<file path="src/rtl/jt12_pkg.sv">
// Shared slot-frame constants and helpers for the jt12 operator sequencer family.
package jt12_pkg;

    localparam int unsigned SLOTS = 24;
    localparam int unsigned CFG_W = 3;

    // Slot groups follow the frame walk order S1, S3, S2, S4
    localparam logic [1:0] GRP_S1 = 2'd0;
    localparam logic [1:0] GRP_S3 = 2'd1;
    localparam logic [1:0] GRP_S2 = 2'd2;
    localparam logic [1:0] GRP_S4 = 2'd3;

    function automatic logic [1:0] slot_grp(input logic [4:0] c);
        if (c < 5'd6) return GRP_S1;
        else if (c < 5'd12) return GRP_S3;
        else if (c < 5'd18) return GRP_S2;
        else return GRP_S4;
    endfunction

    function automatic logic [2:0] slot_ch(input logic [4:0] c);
        logic [4:0] r;
        case (slot_grp(c))
            GRP_S1:  r = c;
            GRP_S3:  r = c - 5'd6;
            GRP_S2:  r = c - 5'd12;
            default: r = c - 5'd18;
        endcase
        return 3'(r);
    endfunction

    // Operator number (0=S1..3=S4) from frame group
    function automatic logic [1:0] grp_op(input logic [1:0] g);
        case (g)
            GRP_S1:  return 2'd0;
            GRP_S3:  return 2'd2;
            GRP_S2:  return 2'd1;
            default: return 2'd3;
        endcase
    endfunction

endpackage

</file>
<file path="src/rtl/jt12_op_seq_if.sv">
// Config write port and per-slot operator controls of jt12_op_seq.
// JT12_OP_SEQ_SLOT_EN adds the slot_ch/slot_op probe signals.
interface jt12_op_seq_if;
    import jt12_pkg::*;

    logic             cfg_we;
    logic [2:0]       cfg_ch;
    logic [CFG_W-1:0] cfg_alg;
    logic [CFG_W-1:0] cfg_fb;

    logic             s1_enters;
    logic             s2_enters;
    logic             s3_enters;
    logic             s4_enters;
    logic             zero;
    logic             use_prevprev1;
    logic             use_prev1;
    logic             use_prev2;
    logic             use_internal_x;
    logic             use_internal_y;
    logic [CFG_W-1:0] fb_II;
`ifdef JT12_OP_SEQ_SLOT_EN
    logic [2:0]       slot_ch;
    logic [1:0]       slot_op;
`endif

    modport master (
`ifdef JT12_OP_SEQ_SLOT_EN
        input  slot_ch, slot_op,
`endif
        output cfg_we, cfg_ch, cfg_alg, cfg_fb,
        input  s1_enters, s2_enters, s3_enters, s4_enters, zero,
        input  use_prevprev1, use_prev1, use_prev2, use_internal_x, use_internal_y, fb_II
    );

    modport slave (
`ifdef JT12_OP_SEQ_SLOT_EN
        output slot_ch, slot_op,
`endif
        input  cfg_we, cfg_ch, cfg_alg, cfg_fb,
        output s1_enters, s2_enters, s3_enters, s4_enters, zero,
        output use_prevprev1, use_prev1, use_prev2, use_internal_x, use_internal_y, fb_II
    );

endinterface

</file>
<file path="src/rtl/jt12_alg_dec.sv">
// Combinational decode of FM algorithm and slot group into operator input-mux selects.
module jt12_alg_dec
    import jt12_pkg::*;
(
    input  logic [CFG_W-1:0] alg,
    input  logic [1:0]       grp,
    output logic             use_prevprev1,
    output logic             use_prev1,
    output logic             use_prev2,
    output logic             use_internal_x,
    output logic             use_internal_y
);

    always_comb begin
        use_prevprev1  = 1'b0;
        use_prev1      = 1'b0;
        use_prev2      = 1'b0;
        use_internal_x = 1'b0;
        use_internal_y = 1'b0;
        case (grp)
            GRP_S1: begin
                use_prevprev1 = 1'b1;
                use_prev1     = 1'b1;
            end
            GRP_S3: begin
                use_prevprev1 = (alg == 3'd5);
                use_prev2     = (alg <= 3'd2);
                use_prev1     = (alg == 3'd1);
            end
            GRP_S2: begin
                use_prev1 = (alg == 3'd0) || (alg == 3'd3) || (alg == 3'd4) ||
                            (alg == 3'd5) || (alg == 3'd6);
            end
            default: begin
                use_prev2      = (alg == 3'd3);
                use_internal_x = (alg == 3'd2);
                use_internal_y = (alg <= 3'd4) && (alg != 3'd2);
                use_prev1      = (alg == 3'd5);
            end
        endcase
    end

endmodule

</file>
<file path="src/rtl/jt12_op_seq.sv">
// 24-slot operator sequencer with per-channel algorithm/feedback registers.
// Optional JT12_OP_SEQ_SLOT_EN exposes slot_ch/slot_op probe outputs.
module jt12_op_seq
    import jt12_pkg::*;
#(
    parameter int unsigned NUM_VOICES = 6
) (
    input  logic          clk,
    input  logic          rst,
    input  logic          clk_en,
    jt12_op_seq_if.slave  seq
);

    if (4 * NUM_VOICES != SLOTS) begin : g_bad_voices
        $error("jt12_op_seq supports only NUM_VOICES = 6");
    end

    logic [4:0]       cnt_q;
    logic [4:0]       cnt_nx;
    logic [1:0]       grp_nx;
    logic [2:0]       ch_nx;
    logic [2:0]       ch_cur;
    logic             leave_s1;
    logic [CFG_W-1:0] alg_q [NUM_VOICES];
    logic [CFG_W-1:0] fb_q  [NUM_VOICES];
    logic [CFG_W-1:0] alg_nx;
    logic             dec_pp1, dec_p1, dec_p2, dec_ix, dec_iy;

    // Outputs are decoded from the slot being entered, so they describe cnt_q after the edge
    always_comb begin
        cnt_nx   = (cnt_q == 5'(SLOTS - 1)) ? 5'd0 : cnt_q + 5'd1;
        grp_nx   = slot_grp(cnt_nx);
        ch_nx    = slot_ch(cnt_nx);
        alg_nx   = alg_q[ch_nx];
        ch_cur   = slot_ch(cnt_q);
        leave_s1 = (slot_grp(cnt_q) == GRP_S1);
    end

    jt12_alg_dec u_alg_dec (
        .alg            (alg_nx),
        .grp            (grp_nx),
        .use_prevprev1  (dec_pp1),
        .use_prev1      (dec_p1),
        .use_prev2      (dec_p2),
        .use_internal_x (dec_ix),
        .use_internal_y (dec_iy)
    );

    always_ff @(posedge clk) begin
        if (!rst) begin
            cnt_q              <= '0;
            seq.s1_enters      <= 1'b1;
            seq.s2_enters      <= 1'b0;
            seq.s3_enters      <= 1'b0;
            seq.s4_enters      <= 1'b0;
            seq.zero           <= 1'b1;
            seq.use_prevprev1  <= 1'b1;
            seq.use_prev1      <= 1'b1;
            seq.use_prev2      <= 1'b0;
            seq.use_internal_x <= 1'b0;
            seq.use_internal_y <= 1'b0;
            seq.fb_II          <= '0;
`ifdef JT12_OP_SEQ_SLOT_EN
            seq.slot_ch        <= '0;
            seq.slot_op        <= '0;
`endif
        end else if (clk_en) begin
            cnt_q              <= cnt_nx;
            seq.s1_enters      <= (grp_nx == GRP_S1);
            seq.s2_enters      <= (grp_nx == GRP_S2);
            seq.s3_enters      <= (grp_nx == GRP_S3);
            seq.s4_enters      <= (grp_nx == GRP_S4);
            seq.zero           <= (cnt_nx == 5'd0);
            seq.use_prevprev1  <= dec_pp1;
            seq.use_prev1      <= dec_p1;
            seq.use_prev2      <= dec_p2;
            seq.use_internal_x <= dec_ix;
            seq.use_internal_y <= dec_iy;
            seq.fb_II          <= leave_s1 ? fb_q[ch_cur] : '0;
`ifdef JT12_OP_SEQ_SLOT_EN
            seq.slot_ch        <= ch_nx;
            seq.slot_op        <= grp_op(grp_nx);
`endif
        end
    end

    // A write landing on a slot of the same channel only affects later slots
    always_ff @(posedge clk) begin
        if (!rst) begin
            for (int i = 0; i < int'(NUM_VOICES); i++) begin
                alg_q[i] <= '0;
                fb_q[i]  <= '0;
            end
        end else if (clk_en && seq.cfg_we && (seq.cfg_ch < 3'(NUM_VOICES))) begin
            alg_q[seq.cfg_ch] <= seq.cfg_alg;
            fb_q[seq.cfg_ch]  <= seq.cfg_fb;
        end
    end

endmodule

</file>
<file path="src/flat_wrapper.sv">
// flat-port wrapper written by rule: the top's interface ports become plain ports
module jt12_op_seq_flat import jt12_pkg::*;
#(
    parameter int unsigned NUM_VOICES = 6
)
  (clk, rst, clk_en, seq_cfg_we, seq_cfg_ch, seq_cfg_alg, seq_cfg_fb, seq_s1_enters, seq_s2_enters, seq_s3_enters, seq_s4_enters, seq_zero, seq_use_prevprev1, seq_use_prev1, seq_use_prev2, seq_use_internal_x, seq_use_internal_y, seq_fb_II);
  jt12_op_seq_if seq_i ();
  input  logic clk;
  input  logic rst;
  input  logic clk_en;
  input wire logic [$bits(seq_i.cfg_we)-1:0] seq_cfg_we;
  input wire logic [$bits(seq_i.cfg_ch)-1:0] seq_cfg_ch;
  input wire logic [$bits(seq_i.cfg_alg)-1:0] seq_cfg_alg;
  input wire logic [$bits(seq_i.cfg_fb)-1:0] seq_cfg_fb;
  output wire logic [$bits(seq_i.s1_enters)-1:0] seq_s1_enters;
  output wire logic [$bits(seq_i.s2_enters)-1:0] seq_s2_enters;
  output wire logic [$bits(seq_i.s3_enters)-1:0] seq_s3_enters;
  output wire logic [$bits(seq_i.s4_enters)-1:0] seq_s4_enters;
  output wire logic [$bits(seq_i.zero)-1:0] seq_zero;
  output wire logic [$bits(seq_i.use_prevprev1)-1:0] seq_use_prevprev1;
  output wire logic [$bits(seq_i.use_prev1)-1:0] seq_use_prev1;
  output wire logic [$bits(seq_i.use_prev2)-1:0] seq_use_prev2;
  output wire logic [$bits(seq_i.use_internal_x)-1:0] seq_use_internal_x;
  output wire logic [$bits(seq_i.use_internal_y)-1:0] seq_use_internal_y;
  output wire logic [$bits(seq_i.fb_II)-1:0] seq_fb_II;
  assign seq_i.cfg_we = seq_cfg_we;
  assign seq_i.cfg_ch = seq_cfg_ch;
  assign seq_i.cfg_alg = seq_cfg_alg;
  assign seq_i.cfg_fb = seq_cfg_fb;
  assign seq_s1_enters = seq_i.s1_enters;
  assign seq_s2_enters = seq_i.s2_enters;
  assign seq_s3_enters = seq_i.s3_enters;
  assign seq_s4_enters = seq_i.s4_enters;
  assign seq_zero = seq_i.zero;
  assign seq_use_prevprev1 = seq_i.use_prevprev1;
  assign seq_use_prev1 = seq_i.use_prev1;
  assign seq_use_prev2 = seq_i.use_prev2;
  assign seq_use_internal_x = seq_i.use_internal_x;
  assign seq_use_internal_y = seq_i.use_internal_y;
  assign seq_fb_II = seq_i.fb_II;
  jt12_op_seq #(.NUM_VOICES(NUM_VOICES)) u_core (.clk(clk), .rst(rst), .clk_en(clk_en), .seq(seq_i));
endmodule
</file>
<file path="config.mk">
export PLATFORM = sky130hd
export DESIGN_NAME = jt12_op_seq_flat
export DESIGN_NICKNAME = d
export VERILOG_FILES = /design/src/rtl/jt12_pkg.sv /design/src/rtl/jt12_op_seq_if.sv /design/src/rtl/jt12_alg_dec.sv /design/src/rtl/jt12_op_seq.sv /design/src/flat_wrapper.sv
export SDC_FILE = /design/constraint.sdc
export NUM_CORES = 1
export LEC_CHECK = 0
export CAP_MARGIN = 20
export CELL_PAD_IN_SITES_DETAIL_PLACEMENT = 1
export CELL_PAD_IN_SITES_GLOBAL_PLACEMENT = 1
export CORE_ASPECT_RATIO = 0.5
export CORE_MARGIN = 2
export CORE_UTILIZATION = 47
export CTS_BUF_LIST = sky130_fd_sc_hd__clkbuf_16
export CTS_CLUSTER_SIZE = 14
export DETAILED_ROUTE_END_ITERATION = 12
export PLACE_DENSITY = 0.87
export SETUP_SLACK_MARGIN = 0.4
export SYNTH_ARGS = -nofsm -noshare
export SYNTH_HDL_FRONTEND = slang
export SYNTH_HIERARCHICAL = 1
export SYNTH_SLANG_ARGS = --single-unit
</file>
<file path="constraint.sdc">
create_clock -name clk -period 3.2 [get_ports clk]
set_clock_uncertainty 0.05 [all_clocks]
set_input_delay 0.64 -clock clk [delete_from_list [all_inputs] [get_ports clk]]
set_output_delay 0.64 -clock clk [all_outputs]
set_load 0.01 [all_outputs]
</file>
==> qor.yml <==
timing:
  fin_crit_ns: 2.96
  relSlewSlack_pct: 40.1
  worstMarginPinSlew_ns: 0.896
  min_period_over_period_pct: 92.4
  maxSlewViolCount: 0
  fin_tns_setup_ns: 0
  postLayoutSetupSlackWorst_ns: 0.245
  whs_ns: 0.429
  rsz0062_at_grt: "yes"
  setup_viol: 0
  hold_viol: 0
  max_freq_ghz: 0.338
clock_network:
  clockBufferDepth: 2
  htree_levels: 3
  insertion_delay_ns: 0.33
  ctsHoldBuffers: 0
  clkSinkCount: 66
  cts.clk_slew.worst_paths_ns: 0.05
  cts-root-buf: "clkbuf_16"
  cts_made_buffers: 9
  cts_tree: "built"
cells_and_area:
  design_area_um2: 4460
  layout_commonest_cell: "edfxtp_1"
  fin_nets: 376
  drive_gt1_share_pct: 22.4
  fin_util_pct: 61.4
  final_cell_mix: "48 x edfxtp_1, 29 x nor2_1, 25 x clkdlybuf4s50_1"
  final_cells: 462
  antenna_cells: 0
  syn2layout_area_growth_pct: 27.9
  fillers: 766
grt:
  grt_most_used_layer: "met2"
  grt-ovfl-total: 0
  grt_max_degree: 24
  grt_use_met2_pct: 46.5
  grt_util_all_layers_pct: 27.6
  grt_first_pass_wirelength_um: 16800
  met1_usage_pct: 34.9
  grt_pass1_vias: 3027
  antenna_found_initial: 0
  use_met3_pct: 6.85
critical_path:
  critical_path_required_ns: 3.41
  reg2reg_from: "u_core/cnt_q[1]"
  critPathKind: "reg2reg"
  cp_max_fo: 6
  end_kind: "flop"
  r2r_cells: 13
  worstPathArrival_ns: 3.16
  startpoint_type: "flop"
  startpoint: "u_core/cnt_q[1]"
route:
  antenna_left: 0
  dr.first_iter.drc_count: 213
  post_drt_wl_per_cell_um: 23.8
  vias: 2806
  dr.pass1.iters: 4
  drcViolationCount: 0
  via_per_inst: 6.07
  finalWirelength_um: 11000
pwr:
  p_leak_nw: 1.64
  comb_power_share_pct: 16.5
  switching_share_pct: 25.3
  clockPowerShare_pct: 40.6
  powerDensity_nw_per_um2: 524
  power_frac_seq_pct: 42.8
  ir_worst_vdd_mv: 0.429
  design_power_total_mw: 2.34
  p_int_mw: 1.74
  p_sw_uw: 592
placed_design:
  pre_cts_slack_ns: 0.0456
  dp_cells: 432
  dp.final_hpwl_um: 7000
  portBuffers: 25
  placed_area_um2: 3890
  gp_congestion: 0.857
logic_synthesis:
  netlist_area_um2: 3490
  ys_ff_latch: 66
  synth-edff-count: 48
  synthDistinctLibCells: 63
  synthCells: 305
  synth_ff_type: "edfxtp_1"
  async_reset_ff_share_pct: 0
  syn_area_per_cell_um2: 11.4
  yosysWarnings: 6
  ys_seq_area_share_pct: 51.6
floorplanning:
  ioPinCount: 26
  dieArea_um2: 8170
  start_util_pct: 48.0
  core_area_um2: 7270
  die_x_um: 126
  rows: 22
  dieHeight_um: 64.9
status:
  outcome: "complete, no violations"
min_path:
  hold_path.class: "reg2reg"
  min_path_cells: 1
  worstHoldStart: "u_core/seq.fb_II[1]"
job:
  drv_cap: 0
-- kinds of logic (layout without fill, tap and decap cells) --
logic type      Yosys count  count (layout)  synth area share, %
xor+xnor                  6               6                 1.72
flops                    66              66                 51.6
other cells               1              12                0.107
mux                      31              31                 10.5
buf+inv                  30              80                 4.41
simple gates            102             102                 15.5
fa+ha+maj                 2               2                0.717
compound gates           67              67                 15.4
-- final timing paths --
kind / slack, ns / endpoint
max reg2reg: 0.24 / u_core/seq.use_prev2
max: 0.24 / u_core/seq.use_prev2
min: 0.43 / u_core/seq.fb_II[1]
min reg2reg: 0.43 / u_core/seq.fb_II[1]
-- state kept, by name, summed over array words and instances (netlist names) --
register,cells
u_core/fb_q,24
u_core/seq.use_prev2,1
u_core/seq.use_prevprev1,1
u_core/seq.s4_enters,1
u_core/seq.use_internal_y,1
u_core/alg_q,24
u_core/seq.zero,1
u_core/seq.use_internal_x,1
u_core/seq.s1_enters,1
u_core/seq.s3_enters,1
u_core/cnt_q,5
u_core/seq.use_prev1,1
u_core/seq.fb_II,3
u_core/seq.s2_enters,1
-- layer usage --
layer / part of all wire [%] / vias up
met4: 2.8 / 0
met3: 5.3 / 30
met5: 0 / -
li1: - / 1234
met1: 44 / 1427
met2: 48 / 115
-- worst max-delay path: stages, from the launching register on --
cell       delay, ns
dfxtp_4         0.37
ha_4            0.20
buf_12          0.16
xnor2_4         0.21
nor2_2          0.09
o21ai_2         0.17
a2bb2oi_4       0.25
mux4_2          0.60
buf_6           0.16
nand2_1         0.07
xnor2_1         0.07
nor3b_1         0.23
mux2i_1         0.12
nor2b_1         0.14
-- cell usage after synthesis, types with 2 or more instances --
master | count | area share (%)
mux2i_1 | 15 | 4.3
nand3b_1 | 3 | 0.65
nand4_1 | 2 | 0.36
buf_4 | 4 | 0.86
nor2b_1 | 11 | 2.0
buf_2 | 3 | 0.43
a21oi_1 | 13 | 1.9
nor4b_1 | 2 | 0.50
xnor2_1 | 4 | 1.0
dfxtp_1 | 18 | 10
and2_1 | 14 | 2.5
ha_1 | 2 | 0.72
inv_1 | 13 | 1.4
o21ai_0 | 10 | 1.4
a211o_1 | 4 | 1.0
nand3_1 | 6 | 0.86
clkbuf_1 | 6 | 0.65
a21boi_0 | 2 | 0.43
buf_6 | 3 | 0.97
a221o_1 | 7 | 2.0
nand2b_1 | 4 | 0.72
a22oi_1 | 7 | 1.5
nor3b_1 | 3 | 0.65
a32o_1 | 3 | 0.86
nor2_1 | 30 | 3.2
mux2_2 | 12 | 3.9
edfxtp_1 | 48 | 41
mux4_2 | 3 | 1.9
nand2_1 | 19 | 2.0
-- layout make-up --
class	instances	area, um^2	share of cell area (%)
Clock buffer	9	225	5.05
Clock inverter	7	62.6	1.40
Inverter	14	52.6	1.18
Multi-Input combinational cell	220	1690	37.8
Sequential cell	66	1820	40.7
Tap cell	96	120	2.69
Timing Repair Buffer	50	499	11.2
-- power groups by stage --
stage	combinational (mW)	clock (mW)	sequential, mW
after floorplan	0.217	0	1.00
after global placement	0.296	0	1.01
after detailed placement	0.316	0	1.01
after CTS	0.364	0.957	0.999
after global routing	0.407	0.997	1.00
final	0.386	0.950	1.00
-- timing repair --
| action | in CTS | in global routing |
|---|---|---|
| endpoints found under the setup margin | 5 | 5 |
| gates resized for setup | 29 | 7 |
| pin swaps | 5 | 4 |
| gates cloned | 1 | 0 |
| buffers inserted | 11 | 2 |
Note: power is estimated with default switching activity, not from simulation.
